==> src/rtl/uart_result_tx.sv <==
// Result serializer: captures the packed result matrix and sends it to the host
// as little-endian 8N1 UART bytes, word 0 first.
module uart_result_tx #(
  parameter int unsigned BAUD_TICKS = 10,
  parameter int unsigned NUM_WORDS  = 9,
  parameter int unsigned WORD_W     = 32
) (
  input  logic                          clk_in,
  input  logic                          rst_in,
  input  logic [NUM_WORDS*WORD_W-1:0]   result_data_packed,
  input  logic                          result_valid_in,
  output logic                          tx_out,
  output logic                          busy_out,
  output logic                          done_out,
  output logic [5:0]                    byte_idx_out
);

  localparam int unsigned TotalW = NUM_WORDS * WORD_W;
  localparam int unsigned NumBytes = TotalW / 8;
  localparam int unsigned BaudW = $clog2(BAUD_TICKS);
  localparam int unsigned IdxW = $clog2(TotalW);
  localparam logic [BaudW-1:0] BaudLast = BaudW'(BAUD_TICKS - 1);
  localparam logic [5:0] LastByte = 6'(NumBytes - 1);

  typedef enum logic [2:0] {StIdle, StStart, StData, StStop, StDone} state_e;

  state_e              state_q, state_d;
  logic [BaudW-1:0]    baud_q, baud_d;
  logic [2:0]          bit_q, bit_d;
  logic [5:0]          byte_q, byte_d;
  logic [TotalW-1:0]   shadow_q, shadow_d;
  logic                tx_q, tx_d;
  logic                baud_end;
  logic [IdxW-1:0]     bit_pos;

  assign baud_end = (baud_q == BaudLast);

  // Next-state logic; the line level is computed for the upcoming cycle so tx_out is a pure flop.
  always_comb begin
    state_d  = state_q;
    baud_d   = baud_q;
    bit_d    = bit_q;
    byte_d   = byte_q;
    shadow_d = shadow_q;
    tx_d     = 1'b1;
    bit_pos  = '0;

    unique case (state_q)
      StIdle: begin
        baud_d = '0;
        bit_d  = '0;
        byte_d = '0;
        if (result_valid_in) begin
          shadow_d = result_data_packed;
          state_d  = StStart;
        end
      end
      StStart: begin
        if (baud_end) begin
          baud_d  = '0;
          bit_d   = '0;
          state_d = StData;
        end else begin
          baud_d = baud_q + 1'b1;
        end
      end
      StData: begin
        if (baud_end) begin
          baud_d = '0;
          if (bit_q == 3'd7) begin
            state_d = StStop;
          end else begin
            bit_d = bit_q + 3'd1;
          end
        end else begin
          baud_d = baud_q + 1'b1;
        end
      end
      StStop: begin
        if (baud_end) begin
          baud_d = '0;
          if (byte_q < LastByte) begin
            byte_d  = byte_q + 6'd1;
            state_d = StStart;
          end else begin
            byte_d  = '0;
            state_d = StDone;
          end
        end else begin
          baud_d = baud_q + 1'b1;
        end
      end
      StDone: begin
        baud_d  = '0;
        bit_d   = '0;
        byte_d  = '0;
        state_d = StIdle;
      end
      default: state_d = StIdle;
    endcase

    // Byte b bit i lives at shadow[8b+i]; {byte, bit} is exactly that offset.
    bit_pos = IdxW'({byte_d, bit_d});
    unique case (state_d)
      StStart: tx_d = 1'b0;
      StData:  tx_d = shadow_d[bit_pos];
      default: tx_d = 1'b1;
    endcase
  end

  // State and datapath registers; reset drives the line high immediately.
  always_ff @(posedge clk_in or negedge rst_in) begin
    if (!rst_in) begin
      state_q  <= StIdle;
      baud_q   <= '0;
      bit_q    <= '0;
      byte_q   <= '0;
      shadow_q <= '0;
      tx_q     <= 1'b1;
    end else begin
      state_q  <= state_d;
      baud_q   <= baud_d;
      bit_q    <= bit_d;
      byte_q   <= byte_d;
      shadow_q <= shadow_d;
      tx_q     <= tx_d;
    end
  end

  assign tx_out       = tx_q;
  assign busy_out     = (state_q != StIdle) && (state_q != StDone);
  assign done_out     = (state_q == StDone);
  assign byte_idx_out = byte_q;

endmodule

==> config.mk <==
export PLATFORM = sky130hd
export DESIGN_NAME = uart_result_tx
export DESIGN_NICKNAME = d
export VERILOG_FILES = /design/src/rtl/uart_result_tx.sv
export SDC_FILE = /design/constraint.sdc
export NUM_CORES = 1
export LEC_CHECK = 0
export BUFFER_PORTS_ARGS = -buffer_cell sky130_fd_sc_hd__buf_4
export CORE_UTILIZATION = 43
export DETAILED_ROUTE_END_ITERATION = 16
export PLACE_DENSITY = 0.66
export SKIP_LAST_GASP = 1
export SLEW_MARGIN = 15
export SYNTH_ARGS = -nofsm -noshare
export SYNTH_HDL_FRONTEND = slang
export SYNTH_SLANG_ARGS = --single-unit
export TNS_END_PERCENT = 1
==> constraint.sdc <==
create_clock -name clk_in -period 5.6 [get_ports clk_in]
set_clock_uncertainty 0.05 [all_clocks]
set_input_delay 0 -clock clk_in [delete_from_list [all_inputs] [get_ports clk_in]]
set_output_delay 0 -clock clk_in [all_outputs]
set_load 0.05 [all_outputs]
**Word level (Yosys, flattened, before mapping)**

Cells that the tools add are included.

- Input port bits: 291
- Register bits: 305
- Logic and storage cells: 47
- Output and inout bits: 9

- Muxes and demuxes: 21
- Reductions and logical operators: 6
- $lt $le $gt $ge: 2
- $add $sub $neg: 3
- Equality and inequality tests: 9

Operator list:

| cell | number |
|---|---|
| 288-bit 2-to-1 mux | 2 |
| 3-bit 2-to-1 mux | 9 |
| 6-bit 2-to-1 mux | 2 |
| 3-bit case mux with 4 select lines | 1 |
| 6-bit case mux with 2 select lines | 1 |
| 9-bit by 10-bit less-than comparator with 1-bit output, second input constant | 1 |
| 1-bit binary-select mux with 9-bit select | 1 |
| 3-bit by 2-bit equality test with 1-bit output, second input constant | 3 |
| 3-bit case mux with 3 select lines | 1 |
| 4-bit case mux with 2 select lines | 1 |
| 6-bit by 1-bit adder with 6-bit output, second input constant | 1 |
| 3-bit by 1-bit equality test with 1-bit output, second input constant | 2 |
| 3-bit equality test, second input constant | 2 |
| 6-bit less-than comparator, second input constant | 1 |
| 4-bit by 1-bit adder with 4-bit output, second input constant | 1 |
| 4-bit equality test, second input constant | 1 |
| 4-bit 2-to-1 mux | 1 |
| 3-bit by 1-bit adder with 3-bit output, second input constant | 1 |
| 3-bit logical NOT | 1 |
| 3-bit != test, second input constant | 1 |
| 3-bit nonzero test | 1 |
| 3-bit OR reduction | 1 |
| 1-bit case mux with 2 select lines | 1 |
| 2-bit nonzero test | 1 |
| 3 further kinds | 3 |

**Depth between registers and ports, before layout**

Gate-level depths: netlist (run 1).

- Depth in word-level cells: 7
- Depth in mapped cells: 17
- Mapped depth without buffers: 13

**Least setup slack after synthesis (run 1)**

No wires, ideal clock.

- Kind: register -> register
- From: reg byte_q[0] (netlist: byte_idx_out[0])
- To: reg tx_q (netlist: tx_out)
- Cell stages (with the launch flop): 13
- Period minus slack after synthesis: 3.275 ns
- Slack: 2.325 ns
- Setup time: 0.093 ns
- Buffers on the path: 0
- Data arrival time: 3.133 ns
- Data required time: 5.457 ns
- Cell sequence: dfrtp_1 ha_1 o41ai_4 and4_4 nor2_8 inv_6 mux2_4 a2bb2oi_1 and4_1 o31a_1 o41a_1 o32ai_2 a221oi_2

- Longest elaborated chain between the ends: 7
- Elaborated cells on any way between the ends: 13
- Classes of those cells: 1 x add/sub; 1 x order compare; 2 x eq/ne; 9 x mux

RTL lines:

| what | line | source |
|---|---|---|
| start: declaration | 30 | `logic [5:0] byte_q, byte_d;` |
| start signal: assignment | 124 | `byte_q <= byte_d;` |
| 6-bit by 1-bit adder with 6-bit output / 6-bit less-than comparator (equally long branches) | 83, 82 |  |
| 6-bit 2-to-1 mux | 82 | `if (byte_q < LastByte) begin` |
| 6-bit 2-to-1 mux | 80 | `if (baud_end) begin` |
| 6-bit case mux with 2 select lines | 48 | `unique case (state_q)` |
| 1-bit binary-select mux with 9-bit select | 106 | `StData: tx_d = shadow_d[bit_pos];` |
| 1-bit 2-to-1 mux (implied by the code) | 106 |  |
| 1-bit case mux with 2 select lines (*) | 104 | `unique case (state_d)` |
| named net tx_d | 32 | `logic tx_q, tx_d;` |
| end signal: assignment | 126 | `tx_q <= tx_d;` |
| end: declaration | 32 |  |

The timed path passes the listed nets; every way through them passes the cells marked *. The select of a mux whose other input is x is not followed.
A chain may end at the register's enable or synchronous reset.

**Worst setup path after layout (run 1)**

- From: reg baud_q[1]
- To: reg tx_q (netlist: tx_out)

- Longest elaborated chain between the ends: 6
- Elaborated cells on any way between the ends: 15
- Classes of those cells: 3 x eq/ne; 12 x mux

RTL lines:

| what | line | source |
|---|---|---|
| start: declaration | 28 | `logic [BaudW-1:0] baud_q, baud_d;` |
| start signal: assignment | 122 | `baud_q <= baud_d;` |
| 4-bit equality test (*) | 36 | `assign baud_end = (baud_q == BaudLast);` |
| 3-bit 2-to-1 mux (tied with other cells) | 68 | `if (baud_end) begin` |
| 3-bit case mux with 3 select lines / 6-bit case mux with 2 select lines (equally long branches) | 48 |  |
| 1-bit binary-select mux with 9-bit select | 106 |  |
| 1-bit 2-to-1 mux (implied by the code) | 106 |  |
| 1-bit case mux with 2 select lines (*) | 104 |  |
| named net tx_d | 32 |  |

Marked as above.

==> metrics.txt, run 1 <==
# TYPE chip_impl_metric gauge
chip_impl_metric{name="grt_first_pass_wirelength",unit="mm"} 71.6
chip_impl_metric{name="die_area",unit="sq um"} 35800
chip_impl_metric{name="power.share.combinational",unit="%"} 11.4
chip_impl_metric{name="required",unit="ns"} 5.96
chip_impl_metric{name="slew-limit-headroom",unit="%"} 30.6
chip_impl_metric{name="fin_nets",unit=""} 2036
chip_impl_info{name="synth_top_flop_cell",value="dfrtp_1"} 1
chip_impl_metric{name="clkTransAtPathRegs",unit="ns"} 0.06
chip_impl_metric{name="row_count",unit=""} 68
chip_impl_metric{name="htree_num_levels",unit=""} 2
chip_impl_metric{name="swShare",unit="%"} 22.1
chip_impl_metric{name="num_vias",unit=""} 11700
chip_impl_info{name="worst_path_max_delay_cell",value="and3_4"} 1
chip_impl_info{name="timing_worst_setup_path_type",value="flop to flop"} 1
chip_impl_metric{name="seq_area_frac_synth",unit="%"} 50.6
chip_impl_metric{name="ys_ff_latch",unit=""} 305
chip_impl_metric{name="power.internal",unit="mW"} 4.02
chip_impl_metric{name="first_global_vias",unit=""} 13000
chip_impl_metric{name="ant_nets",unit=""} 0
chip_impl_metric{name="crit_fanout",unit=""} 51
chip_impl_metric{name="synth_area_per_cell",unit="sq um"} 12.8
chip_impl_info{name="setup.worst_path.start_class",value="flop"} 1
chip_impl_metric{name="netSwitchingPower",unit="mW"} 1.14
chip_impl_metric{name="post_synth_fa_ha_maj_area_fraction",unit="%"} 0.332
chip_impl_info{name="worstSetupEndpointType",value="flop"} 1
chip_impl_info{name="most_frequent_cells_after_synthesis",value="304 x dfrtp_1, 283 x mux2_2, 117 x mux2i_1"} 1
chip_impl_metric{name="final_routed_wirelength",unit="mm"} 45.9
chip_impl_metric{name="ctsHoldBuffers",unit=""} 289
chip_impl_metric{name="grt_antenna_before_repair",unit=""} 4
chip_impl_metric{name="muxShareOfSynthArea",unit="%"} 30.1
chip_impl_metric{name="hold_viol_final",unit=""} 1
chip_impl_info{name="timing.rr.start",value="baud_q[1]$_DFFE_PN0P_"} 1
chip_impl_metric{name="hpwl",unit="mm"} 29.3
chip_impl_metric{name="portBuffers",unit=""} 299
chip_impl_metric{name="synth_nets",unit=""} 1473
chip_impl_metric{name="drv_cap",unit=""} 0
chip_impl_metric{name="post_layout_nonfiller_instances",unit=""} 2223
chip_impl_metric{name="worstSkewPairLatency",unit="ns"} 0.50
chip_impl_metric{name="via_per_inst",unit=""} 5.26
chip_impl_info{name="failing_checks",value="negative hold slack"} 1
chip_impl_info{name="synth_top_family_by_area",value="multiplexers"} 1
chip_impl_metric{name="placeableCoreArea",unit="sq um"} 34500
chip_impl_metric{name="power.density_cell_area",unit="nW/um^2"} 240
chip_impl_metric{name="worst-r2r-setup-slack",unit="ns"} 1.30
chip_impl_info{name="post-synth-top-count-cell",value="dfrtp_1"} 1
chip_impl_metric{name="post-cts-setup-buffers",unit=""} 0
chip_impl_metric{name="worst_ep_arrival_time",unit="ns"} 4.66
chip_impl_metric{name="die-width",unit="um"} 189
chip_impl_metric{name="syn_inst",unit=""} 1178
chip_impl_metric{name="timing_max_transition_violations_final",unit=""} 0
chip_impl_metric{name="post-route-drc-count",unit=""} 0
chip_impl_metric{name="synth-compound-area-share",unit="%"} 5.80
chip_impl_metric{name="cts.sink_count",unit=""} 305
chip_impl_metric{name="grt_util_all_layers",unit="%"} 25.7
chip_impl_metric{name="fp.dieH",unit="um"} 189
chip_impl_metric{name="layout-drive-gt1-share",unit="%"} 38.2
chip_impl_info{name="hold_class",value="input port to asynchronous set/reset pin"} 1
chip_impl_metric{name="final-setup-viol-count",unit=""} 0
chip_impl_metric{name="power_leakage",unit="nW"} 10.2
chip_impl_metric{name="vdd.ir_drop.worst",unit="V"} 0.000190
chip_impl_metric{name="post-synth-top-area-fraction",unit="%"} 50.4
chip_impl_metric{name="synth_enable_flop_cells",unit=""} 0
chip_impl_metric{name="worst-path-buf-inv",unit=""} 3
chip_impl_metric{name="clockBufferDepth",unit=""} 3
chip_impl_metric{name="worst_pin_slew",unit="ns"} 1.04
chip_impl_info{name="post-synth-top-area-cell",value="dfrtp_1"} 1
chip_impl_info{name="cpLargestDelayFamily",value="simple AND/OR/NAND/NOR gates"} 1
chip_impl_metric{name="postSynth.asyncResetShare",unit="%"} 100
chip_impl_metric{name="dp_cells",unit=""} 1870
chip_impl_metric{name="worstRegToRegCells",unit=""} 14
chip_impl_metric{name="synth_warn",unit=""} 0
chip_impl_metric{name="post_synth_xor_area_fraction",unit="%"} 0.116
chip_impl_metric{name="worst-path-stages",unit=""} 14
chip_impl_metric{name="netlist_area",unit="sq um"} 15100
chip_impl_metric{name="timing.fmax",unit="MHz"} 233
chip_impl_metric{name="post_cts_resized",unit=""} 0
chip_impl_metric{name="wl_per_cell",unit="um"} 20.6
chip_impl_metric{name="worst_path_largest_cell_delay",unit="ns"} 0.76
chip_impl_metric{name="period_utilization_post_route",unit="%"} 76.8
chip_impl_metric{name="hold_ws",unit="ns"} -0.000498
chip_impl_info{name="regToRegEndpoint",value="tx_out$_DFF_PN1_"} 1
chip_impl_metric{name="share_clk_of_total_power",unit="%"} 43.2
chip_impl_metric{name="overflow",unit=""} 0
chip_impl_info{name="cts_tree",value="yes"} 1
chip_impl_metric{name="finalCriticalPeriod",unit="ns"} 4.30
chip_impl_metric{name="gp_congestion",unit=""} 0.843
chip_impl_metric{name="synth_cell_type_count",unit=""} 76
chip_impl_info{name="run_status",value="finished, violations left"} 1
chip_impl_metric{name="grt_max_degree",unit=""} 154
chip_impl_metric{name="p_total",unit="mW"} 5.16
chip_impl_metric{name="initial_utilization",unit="%"} 43.7
chip_impl_metric{name="ports_placed_on_the_boundary",unit=""} 300
chip_impl_metric{name="totalNegativeSetupSlack",unit="ns"} 0
chip_impl_info{name="yosys-top-cells-area",value="dfrtp_1 50%, mux2_2 21%, mux2i_1 7.8%"} 1
chip_impl_info{name="rsz0062_at_grt",value="no"} 1
chip_impl_metric{name="syn_to_final_growth",unit="%"} 42.4
chip_impl_metric{name="p_seq_share",unit="%"} 45.4
chip_impl_metric{name="simple_gate_fraction_of_synth_area",unit="%"} 8.40
chip_impl_info{name="path_cells",value="inv_1 > ha_1 > nand4bb_1 > o211ai_1 > and3_4 > inv_2 > buf_4 > or3_1 > a21oi_1 > a211oi_1 > nor4_1 > o21ai_0 > nor4bb_1 > a221oi_2"} 1
chip_impl_metric{name="cts_made_buffers",unit=""} 35
chip_impl_metric{name="first_iter_violations",unit=""} 717
chip_impl_metric{name="drt_first_pass_iters",unit=""} 5
chip_impl_info{name="clock-root-buffer",value="clkbuf_16"} 1
how the worst max path moves through the flow:
stage,from,slack (ns),to
after global routing,baud_q[1]$_DFFE_PN0P_,1.05,tx_out$_DFF_PN1_
after detailed placement,baud_q[1]$_DFFE_PN0P_,1.38,tx_out$_DFF_PN1_
final,baud_q[1]$_DFFE_PN0P_,1.30,tx_out$_DFF_PN1_
after CTS,baud_q[1]$_DFFE_PN0P_,1.34,tx_out$_DFF_PN1_
after floorplan,byte_idx_out[0]$_DFF_PN0_,2.32,tx_out$_DFF_PN1_
after global placement,state_q[0]$_DFF_PN0_,1.24,tx_out$_DFF_PN1_
power groups by stage:
stage / Clock (mW) / Sequential [mW] / Combinational, mW
detailed placement: 0 / 2.38 / 0.414
floorplan: 0 / 2.37 / 0.158
global route: 2.36 / 2.35 / 0.632
CTS: 2.27 / 2.34 / 0.582
finish: 2.23 / 2.34 / 0.586
global placement: 0 / 2.37 / 0.409
cell type report:
class                      count  area (sq um)
inverter                      12          50.0
antenna                        4          10.0
multi-input combinational    781          6770
clock buffer                  52          1010
sequential                   305          7630
clock inverter                 8          96.3
tap                          455           569
fill                        2633         13100
timing repair buffer         606          5360
per-stage QoR:
| step | instance area [sq um] | setup slack (ns) | hold WS [ns] | utilization [%] |
|---|---|---|---|---|
| final | 21500 | 1.30 | -0.000498 | 62.2 |
| after global routing | 21500 | 1.05 | 0.0429 | 62.2 |
| after CTS | 21500 | 1.34 | 0.0374 | 62.2 |
| after detailed placement | 17500 | 1.38 | -0.0103 | 50.6 |
| after global placement | 17500 | 1.24 | -0.0202 | 50.6 |
| after floorplan | 15100 | 2.32 | -0.346 | - |
cell families (layout without fill, tap and decap cells):
group,count (synthesis),in the layout
XOR/XNOR,2,2
AND/OR/NAND/NOR,245,245
flip-flops,305,305
adder cells (fa/ha/maj),4,4
AO/OA/AOI/OAI,115,115
multiplexers,415,415
buffers and inverters,92,678
other,0,4
worst reg2reg max path, cell delays in order (launching register included):
cell       delay [ns]
dfrtp_1          0.41
inv_1            0.07
ha_1             0.21
nand4bb_1        0.27
o211ai_1         0.29
and3_4           0.76
inv_2            0.22
buf_4            0.31
or3_1            0.40
a21oi_1          0.23
a211oi_1         0.08
nor4_1           0.32
o21ai_0          0.17
nor4bb_1         0.16
a221oi_2         0.26
registers in the layout, indices dropped and copies added, names as in the netlist:
register,cells
shadow_q,288
tx_out,1
baud_q,4
byte_idx_out,6
bit_q,3
state_q,3
metal layers:
layer	vias up	track usage (%)	part of all wire, %
met2	361	43.2	49
met5	-	0	0
met1	5829	32.8	42
met3	97	4.82	5.4
met4	0	9.89	3.4
li1	5407	-	-
cells in the final DEF, fill, tap and decap left out, types with 5 or more instances in the layout:
cell / count
o211a_1: 7
nand3_1: 15
nor2_1: 60
or3_1: 9
o21ai_0: 11
buf_12: 6
clkbuf_16: 35
nand2b_1: 13
buf_4: 310
a211oi_1: 8
nand2_1: 56
mux2i_1: 117
dfrtp_1: 304
nor3_1: 43
nor4_1: 7
mux2_1: 13
o311ai_1: 5
nand4_1: 9
mux2_2: 283
o2111ai_1: 6
clkbuf_8: 7
clkbuf_1: 10
a21oi_1: 31
dlygate4sd3_1: 289
o211ai_1: 10
inv_1: 7
Note: power is estimated with default switching activity, not from simulation.
==> run 2: changes to the inputs <==
--- a/config.mk
+++ b/config.mk
@@ -5,10 +5,11 @@
 export SDC_FILE = /design/constraint.sdc
 export NUM_CORES = 1
 export LEC_CHECK = 0
+export ABC_AREA = 1
 export BUFFER_PORTS_ARGS = -buffer_cell sky130_fd_sc_hd__buf_4
 export CORE_UTILIZATION = 43
 export DETAILED_ROUTE_END_ITERATION = 16
-export PLACE_DENSITY = 0.66
+export PLACE_DENSITY = 0.65
 export SKIP_LAST_GASP = 1
 export SLEW_MARGIN = 15
 export SYNTH_ARGS = -nofsm -noshare
==> constraint.sdc (replaced) <==
create_clock -name clk_in -period 4.11 [get_ports clk_in]
set_clock_uncertainty 0.05 [all_clocks]
set_input_delay 0 -clock clk_in [delete_from_list [all_inputs] [get_ports clk_in]]
set_output_delay 0 -clock clk_in [all_outputs]
set_load 0.05 [all_outputs]
==> metrics.txt, run 2 <==
# TYPE chip_impl_metric gauge
chip_impl_metric{name="totalNegativeSetupSlack",unit="ns"} 0
chip_impl_metric{name="synth_nets",unit=""} 2414
chip_impl_info{name="post-synth-top-count-cell",value="nand2_1"} 1
chip_impl_metric{name="synth_area_per_cell",unit="sq um"} 7.47
chip_impl_metric{name="postSynth.asyncResetShare",unit="%"} 100
chip_impl_metric{name="required",unit="ns"} 4.52
chip_impl_metric{name="cts.sink_count",unit=""} 305
chip_impl_info{name="synth_top_flop_cell",value="dfrtp_1"} 1
chip_impl_metric{name="synth_enable_flop_cells",unit=""} 0
chip_impl_metric{name="vdd.ir_drop.worst",unit="V"} 0.000250
chip_impl_metric{name="hold_ws",unit="ns"} 0.0444
chip_impl_info{name="most-common-layout-cells",value="488 x nand2_1, 409 x inv_1, 352 x nand3_1"} 1
chip_impl_metric{name="final-setup-viol-count",unit=""} 0
chip_impl_metric{name="overflow",unit=""} 0
chip_impl_metric{name="hold_viol_final",unit=""} 0
chip_impl_metric{name="worst_pin_slew",unit="ns"} 0.803
chip_impl_metric{name="row_count",unit=""} 69
chip_impl_info{name="cpLargestDelayFamily",value="simple AND/OR/NAND/NOR gates"} 1
chip_impl_metric{name="dp_cells",unit=""} 2779
chip_impl_metric{name="largest_register_ffs",unit=""} 288
chip_impl_metric{name="die_area",unit="sq um"} 37600
chip_impl_metric{name="ant_nets",unit=""} 0
chip_impl_metric{name="crit_fanout",unit=""} 167
chip_impl_metric{name="worst_ep_arrival_time",unit="ns"} 3.72
chip_impl_info{name="post-synth-top-area-cell",value="dfrtp_1"} 1
chip_impl_metric{name="multi_input_logic_area",unit="sq um"} 6040
chip_impl_metric{name="htree_num_levels",unit=""} 2
chip_impl_info{name="largest_register",value="shadow_q"} 1
chip_impl_metric{name="netSwitchingPower",unit="mW"} 1.46
chip_impl_metric{name="wl_per_cell",unit="um"} 17.2
chip_impl_info{name="run_status",value="completed"} 1
chip_impl_metric{name="synth_cell_type_count",unit=""} 37
chip_impl_info{name="cpMostUsedCell",value="nand3_1"} 1
chip_impl_metric{name="worst_path_largest_cell_delay",unit="ns"} 0.49
chip_impl_metric{name="timing.fmax",unit="MHz"} 302
chip_impl_info{name="layout.cells.most_common",value="nand2_1"} 1
chip_impl_metric{name="placedInstanceArea",unit="sq um"} 18400
chip_impl_metric{name="finalCriticalPeriod",unit="ns"} 3.31
chip_impl_metric{name="drv_cap",unit=""} 0
chip_impl_metric{name="grt_util_all_layers",unit="%"} 28.6
chip_impl_metric{name="share_clk_of_total_power",unit="%"} 48.0
chip_impl_metric{name="gp_congestion",unit=""} 0.867
chip_impl_metric{name="power.density_cell_area",unit="nW/um^2"} 303
chip_impl_metric{name="timing_max_transition_violations_final",unit=""} 0
chip_impl_metric{name="post-route-drc-count",unit=""} 0
chip_impl_metric{name="syn_inst",unit=""} 2119
chip_impl_metric{name="ys_ff_latch",unit=""} 305
chip_impl_info{name="worstSetupEndpointType",value="flop"} 1
chip_impl_metric{name="final_routed_wirelength",unit="mm"} 53.8
chip_impl_info{name="timing_worst_setup_path_type",value="flop to flop"} 1
chip_impl_info{name="clock-root-buffer",value="clkbuf_16"} 1
chip_impl_metric{name="post_cts_resized",unit=""} 0
chip_impl_metric{name="core_utilization_of_the_finished_layout",unit="%"} 62.6
chip_impl_metric{name="slew-limit-headroom",unit="%"} 46.5
chip_impl_info{name="worst_path_max_delay_cell",value="dfrtp_1"} 1
chip_impl_metric{name="post-synth-top-area-fraction",unit="%"} 48.1
chip_impl_metric{name="fin_nets",unit=""} 2940
chip_impl_metric{name="fin_area",unit="sq um"} 22500
chip_impl_info{name="path_cells",value="nor2_1 > nand3_4 > buf_12 > buf_12 > o21ai_0 > nand3_1 > nand3_1 > nand3_1 > nand3_1 > nand3_1 > nand3_1 > nand2_1 > nand2_1 > nand2_1 > inv_1 > nand2_1 > nand2_1 > a21oi_2"} 1
chip_impl_metric{name="hpwl",unit="mm"} 34.1
chip_impl_info{name="yosys-top-cells-area",value="dfrtp_1 48%, nand2_1 12%, nand3_1 11%"} 1
chip_impl_metric{name="ctsHoldBuffers",unit=""} 289
chip_impl_info{name="most_frequent_cells_after_synthesis",value="489 x nand2_1, 409 x inv_1, 352 x nand3_1"} 1
chip_impl_metric{name="worstSkewPairLatency",unit="ns"} 0.52
chip_impl_metric{name="placeableCoreArea",unit="sq um"} 35900
chip_impl_metric{name="worst-path-buf-inv",unit=""} 3
chip_impl_metric{name="netlist_area",unit="sq um"} 15800
chip_impl_info{name="cts_tree",value="yes"} 1
chip_impl_metric{name="period_utilization_post_route",unit="%"} 80.5
chip_impl_metric{name="portBuffers",unit=""} 299
chip_impl_metric{name="ff_latch_area",unit="sq um"} 7630
chip_impl_metric{name="die-width",unit="um"} 194
chip_impl_info{name="setup.worst_path.start_class",value="flop"} 1
chip_impl_metric{name="clockBufferDepth",unit=""} 3
chip_impl_metric{name="layout_filler_cell_count",unit=""} 3104
chip_impl_info{name="rsz0062_at_grt",value="no"} 1
chip_impl_metric{name="syn_to_final_growth",unit="%"} 42.2
chip_impl_metric{name="post-cts-setup-buffers",unit=""} 0
chip_impl_metric{name="swShare",unit="%"} 21.4
chip_impl_metric{name="fp.dieH",unit="um"} 194
chip_impl_metric{name="drt_first_pass_iters",unit=""} 6
chip_impl_metric{name="p_seq_share",unit="%"} 44.1
chip_impl_metric{name="seq_area_frac_synth",unit="%"} 48.2
chip_impl_metric{name="num_vias",unit=""} 15700
chip_impl_metric{name="power.internal",unit="mW"} 5.35
chip_impl_metric{name="synth_warn",unit=""} 0
chip_impl_metric{name="first_global_vias",unit=""} 15700
chip_impl_metric{name="via_per_inst",unit=""} 4.99
chip_impl_metric{name="power.share.combinational",unit="%"} 7.9
chip_impl_metric{name="layout-drive-gt1-share",unit="%"} 19.1
chip_impl_metric{name="initial_utilization",unit="%"} 44.1
chip_impl_metric{name="grt_first_pass_wirelength",unit="mm"} 85.1
chip_impl_metric{name="first_iter_violations",unit=""} 1222
chip_impl_metric{name="grt_antenna_before_repair",unit=""} 5
chip_impl_metric{name="post_layout_nonfiller_instances",unit=""} 3136
chip_impl_metric{name="grt_max_degree",unit=""} 168
chip_impl_info{name="hold_class",value="input port to asynchronous set/reset pin"} 1
chip_impl_metric{name="power_leakage",unit="nW"} 12.4
chip_impl_metric{name="ports_placed_on_the_boundary",unit=""} 300
chip_impl_metric{name="clkTransAtPathRegs",unit="ns"} 0.06
chip_impl_metric{name="cts_made_buffers",unit=""} 36
run 2: kinds of logic after synthesis:
kind of cell | count (synthesis) | synth area share, %
XOR/XNOR | 3 | 0.166
AND/OR/NAND/NOR | 983 | 28.3
buffers and inverters | 545 | 13.8
flip-flops | 305 | 48.2
adder cells (fa/ha/maj) | 4 | 0.316
AO/OA/AOI/OAI | 279 | 9.15
run 2: path summary, 6_finish.rpt:
kind,from,endpoint,slack [ns],cells past startpoint
min in group clk_in,result_valid_in,shadow_q[174]$_DFF_PN0_,0.06,5
min,rst_in,shadow_q[77]$_DFF_PN0_,0.04,2
min reg2reg,shadow_q[268]$_DFF_PN0_,shadow_q[268]$_DFF_PN0_,0.43,2
max,state_q[2]$_DFF_PN0_,tx_out$_DFF_PN1_,0.80,18
max in group asynchronous,rst_in,shadow_q[81]$_DFF_PN0_,2.83,3
max reg2reg,state_q[2]$_DFF_PN0_,tx_out$_DFF_PN1_,0.80,18
run 2: final cells by class:
| cell class | count | share of cell area [%] |
|---|---|---|
| diodes | 4 | 0.0445 |
| clock buffers | 54 | 4.93 |
| clock inverters | 10 | 0.495 |
| inverters | 421 | 7.04 |
| multi-input cells | 1269 | 26.8 |
| flip-flops and latches | 305 | 33.9 |
| well taps | 461 | 2.56 |
| repair buffers | 612 | 24.2 |
run 2: power groups by stage:
stage	Sequential (mW)	Combinational (mW)	Clock (mW)
final	3.00	0.536	3.27
after global routing	3.00	0.568	3.44
after CTS	3.00	0.530	3.32
after detailed placement	3.06	0.306	0
after global placement	3.06	0.307	0
run 2: metal layers:
metal	vias up	GRT usage, %	wire (um)
li1	7607	-	-
met1	7364	39.2	23700
met2	561	46.4	25300
met3	126	3.50	2890
met4	2	10.9	1980
met5	-	0	16
run 2: metrics by stage:
stage / setup WS (ns) / power [mW]
after floorplan: 1.63 / 3.06
after global placement: 0.894 / 3.36
after detailed placement: 0.858 / 3.36
after CTS: 0.844 / 6.85
after global routing: 0.511 / 7.01
final: 0.800 / 6.81
==> run 3: changes to the inputs <==
--- a/config.mk
+++ b/config.mk
@@ -9,7 +9,7 @@
 export BUFFER_PORTS_ARGS = -buffer_cell sky130_fd_sc_hd__buf_4
 export CORE_UTILIZATION = 43
 export DETAILED_ROUTE_END_ITERATION = 16
-export PLACE_DENSITY = 0.65
+export PLACE_DENSITY = 0.68
 export SKIP_LAST_GASP = 1
 export SLEW_MARGIN = 15
 export SYNTH_ARGS = -nofsm -noshare
==> constraint.sdc (replaced) <==
create_clock -name clk_in -period 2.8 [get_ports clk_in]
set_clock_uncertainty 0.05 [all_clocks]
set_input_delay 0 -clock clk_in [delete_from_list [all_inputs] [get_ports clk_in]]
set_output_delay 0 -clock clk_in [all_outputs]
set_load 0.05 [all_outputs]
==> metrics.txt, run 3 (synthesis gave the netlist of run 2 again) <==
# TYPE chip_impl_metric gauge
chip_impl_info{name="run_status",value="completed"} 1
chip_impl_info{name="setup.worst_path.start_class",value="flop"} 1
chip_impl_metric{name="fin_nets",unit=""} 3003
chip_impl_metric{name="overflow",unit=""} 0
chip_impl_metric{name="first_iter_violations",unit=""} 1249
chip_impl_metric{name="gp_congestion",unit=""} 0.889
chip_impl_metric{name="layout_filler_cell_count",unit=""} 2862
chip_impl_metric{name="p_total",unit="mW"} 9.53
chip_impl_metric{name="layout-drive-gt1-share",unit="%"} 21.8
chip_impl_metric{name="clockBufferDepth",unit=""} 3
chip_impl_metric{name="power_leakage",unit="nW"} 12.9
chip_impl_metric{name="row_count",unit=""} 69
chip_impl_metric{name="final-setup-viol-count",unit=""} 0
chip_impl_metric{name="final_routed_wirelength",unit="mm"} 58.8
chip_impl_info{name="layout.cells.most_common",value="nand2_1"} 1
chip_impl_metric{name="wl_per_cell",unit="um"} 18.4
chip_impl_metric{name="post-route-drc-count",unit=""} 0
chip_impl_metric{name="hold_viol_final",unit=""} 0
chip_impl_metric{name="grt_max_degree",unit=""} 91
chip_impl_metric{name="num_vias",unit=""} 16500
chip_impl_metric{name="clkTransAtPathRegs",unit="ns"} 0.06
chip_impl_metric{name="ant_nets",unit=""} 0
chip_impl_metric{name="cts.sink_count",unit=""} 305
chip_impl_info{name="timing_worst_setup_path_type",value="flop to flop"} 1
chip_impl_info{name="path_cells",value="inv_2 > ha_4 > nand3_4 > nand3_4 > nand2_4 > nand2_8 > nand2_8 > buf_12 > clkbuf_16 > nand2_1 > nand3_1 > nand3_1 > nand3_1 > nand3_1 > nand3_1 > nand3_2 > nand3_2 > nand2_1 > nand2_1 > a21oi_2"} 1
chip_impl_info{name="worst_path_max_delay_cell",value="dfrtp_1"} 1
chip_impl_metric{name="power.density_cell_area",unit="nW/um^2"} 404
chip_impl_metric{name="worst_pin_slew",unit="ns"} 0.739
chip_impl_metric{name="drt_first_pass_iters",unit=""} 6
chip_impl_metric{name="timing.fmax",unit="MHz"} 360
chip_impl_metric{name="first_global_vias",unit=""} 16300
chip_impl_metric{name="portBuffers",unit=""} 299
chip_impl_metric{name="via_per_inst",unit=""} 5.14
chip_impl_metric{name="grt_first_pass_wirelength",unit="mm"} 87.4
chip_impl_metric{name="syn_to_final_growth",unit="%"} 48.9
chip_impl_metric{name="die-width",unit="um"} 194
chip_impl_metric{name="fp.dieH",unit="um"} 194
chip_impl_metric{name="dp_cells",unit=""} 2812
chip_impl_info{name="most-common-layout-cells",value="486 x nand2_1, 408 x inv_1, 339 x buf_4"} 1
chip_impl_metric{name="vdd.ir_drop.worst",unit="V"} 0.000326
chip_impl_metric{name="period_utilization_post_route",unit="%"} 99.3
chip_impl_metric{name="placeableCoreArea",unit="sq um"} 35900
chip_impl_metric{name="initial_utilization",unit="%"} 44.1
chip_impl_info{name="clock-root-buffer",value="clkbuf_16"} 1
chip_impl_metric{name="slew-limit-headroom",unit="%"} 50.7
chip_impl_metric{name="post_layout_nonfiller_instances",unit=""} 3198
chip_impl_info{name="cpMostUsedCell",value="nand3_1"} 1
chip_impl_metric{name="htree_num_levels",unit=""} 2
chip_impl_metric{name="grt_util_all_layers",unit="%"} 29.6
chip_impl_metric{name="worstSkewPairLatency",unit="ns"} 0.53
chip_impl_metric{name="ports_placed_on_the_boundary",unit=""} 300
chip_impl_metric{name="worst_path_largest_cell_delay",unit="ns"} 0.41
chip_impl_metric{name="cts_made_buffers",unit=""} 35
chip_impl_metric{name="required",unit="ns"} 3.20
chip_impl_info{name="cts_tree",value="yes"} 1
chip_impl_metric{name="crit_fanout",unit=""} 6
chip_impl_metric{name="hpwl",unit="mm"} 34.5
chip_impl_metric{name="timing_max_transition_violations_final",unit=""} 0
chip_impl_metric{name="grt_antenna_before_repair",unit=""} 5
chip_impl_metric{name="die_area",unit="sq um"} 37600
chip_impl_info{name="worstSetupEndpointType",value="flop"} 1
chip_impl_info{name="largest_register",value="shadow_q"} 1
chip_impl_metric{name="drv_cap",unit=""} 0
chip_impl_metric{name="largest_register_ffs",unit=""} 288
chip_impl_info{name="hold_class",value="input port to asynchronous set/reset pin"} 1
chip_impl_metric{name="worst_ep_arrival_time",unit="ns"} 3.18
chip_impl_metric{name="finalCriticalPeriod",unit="ns"} 2.78
## run 3: changes by cell type in the layout (fill, tap and decap cells not counted), moves of 6 or more
cell       change
buf_4         +26
nand3_1       -18
nand3_2       +16
o21ai_0       -14
o21ai_1       +14
buf_12        +12
buf_16         +8
clkbuf_16      +8
clkbuf_8       -6
## run 3: area by class of cell
class / instances / area [sq um] / share of cell area, %
sequential: 305 / 7640 / 32.4
timing repair buffer: 676 / 6460 / 27.4
multi-input combinational: 1269 / 6200 / 26.3
inverter: 421 / 1600 / 6.79
clock buffer: 51 / 996 / 4.23
tap: 461 / 577 / 2.45
clock inverter: 9 / 63.8 / 0.271
antenna: 6 / 15.0 / 0.0637
## run 3: path summary, 6_finish.rpt
| path | start | to | slack [ns] | cells past startpoint |
|---|---|---|---|---|
| max | baud_q[1]$_DFFE_PN0P_ | tx_out$_DFF_PN1_ | 0.02 | 20 |
| min | rst_in | shadow_q[76]$_DFF_PN0_ | 0.05 | 2 |
| max reg2reg | baud_q[1]$_DFFE_PN0P_ | tx_out$_DFF_PN1_ | 0.02 | 20 |
| min reg2reg | shadow_q[265]$_DFF_PN0_ | shadow_q[265]$_DFF_PN0_ | 0.43 | 2 |
| max in group asynchronous | rst_in | shadow_q[139]$_DFF_PN0_ | 1.83 | 3 |
| min in group clk_in | result_valid_in | shadow_q[275]$_DFF_PN0_ | 0.10 | 5 |
## run 3: what timing repair did
item	CTS	global route
resized for setup	7	71
hold buffers	289	0
hold endpoints to repair	383	0
cloned	3	11
setup endpoints to repair	1	1
buffers inserted	0	17
pin swaps	0	8
## run 3: critical path, delay by kind of cell (launching register included)
| family | cells | cell delay [ns] |
|---|---|---|
| and+or+nand+nor | 15 | 1.54 |
| buffers and inverters | 3 | 0.42 |
| DFF | 1 | 0.41 |
| adders and majority gates | 1 | 0.13 |
| AOI/OAI and AO/OA | 1 | 0.12 |
## run 3: report_power, final
part | leakage, nW | switching, mW | internal, mW
clock network | 0.512 | 1.84 | 2.47
registers | 3.53 | 0 | 4.41
logic | 8.83 | 0.275 | 0.529
## run 3: metal layers
metal  track usage (%)  routed length (um)  vias to the layer above
li1                  -                   -                     7732
met1              37.2               23500                     7648
met2              48.5               27600                      861
met3              5.17                4590                      210
met4              16.4                3150                        0
met5                 0                   0                        -
## run 3: per-stage QoR
stage / setup TNS, ns / hold slack (ns) / setup WS (ns) / area, sq um / util, %
3_5_place_dp: -0.0170 / 0.0116 / -0.0170 / 18800 / 52.4
4_1_cts: 0 / 0.0646 / 0.00162 / 22900 / 63.7
3_3_place_gp: 0 / 0.0216 / 0.0354 / 18800 / 52.4
2_1_floorplan: 0 / -0.346 / 0.323 / 15800 / -
5_1_grt: -0.0436 / 0.111 / -0.0436 / 23600 / 65.6
6_report: 0 / 0.0454 / 0.0204 / 23600 / 65.6
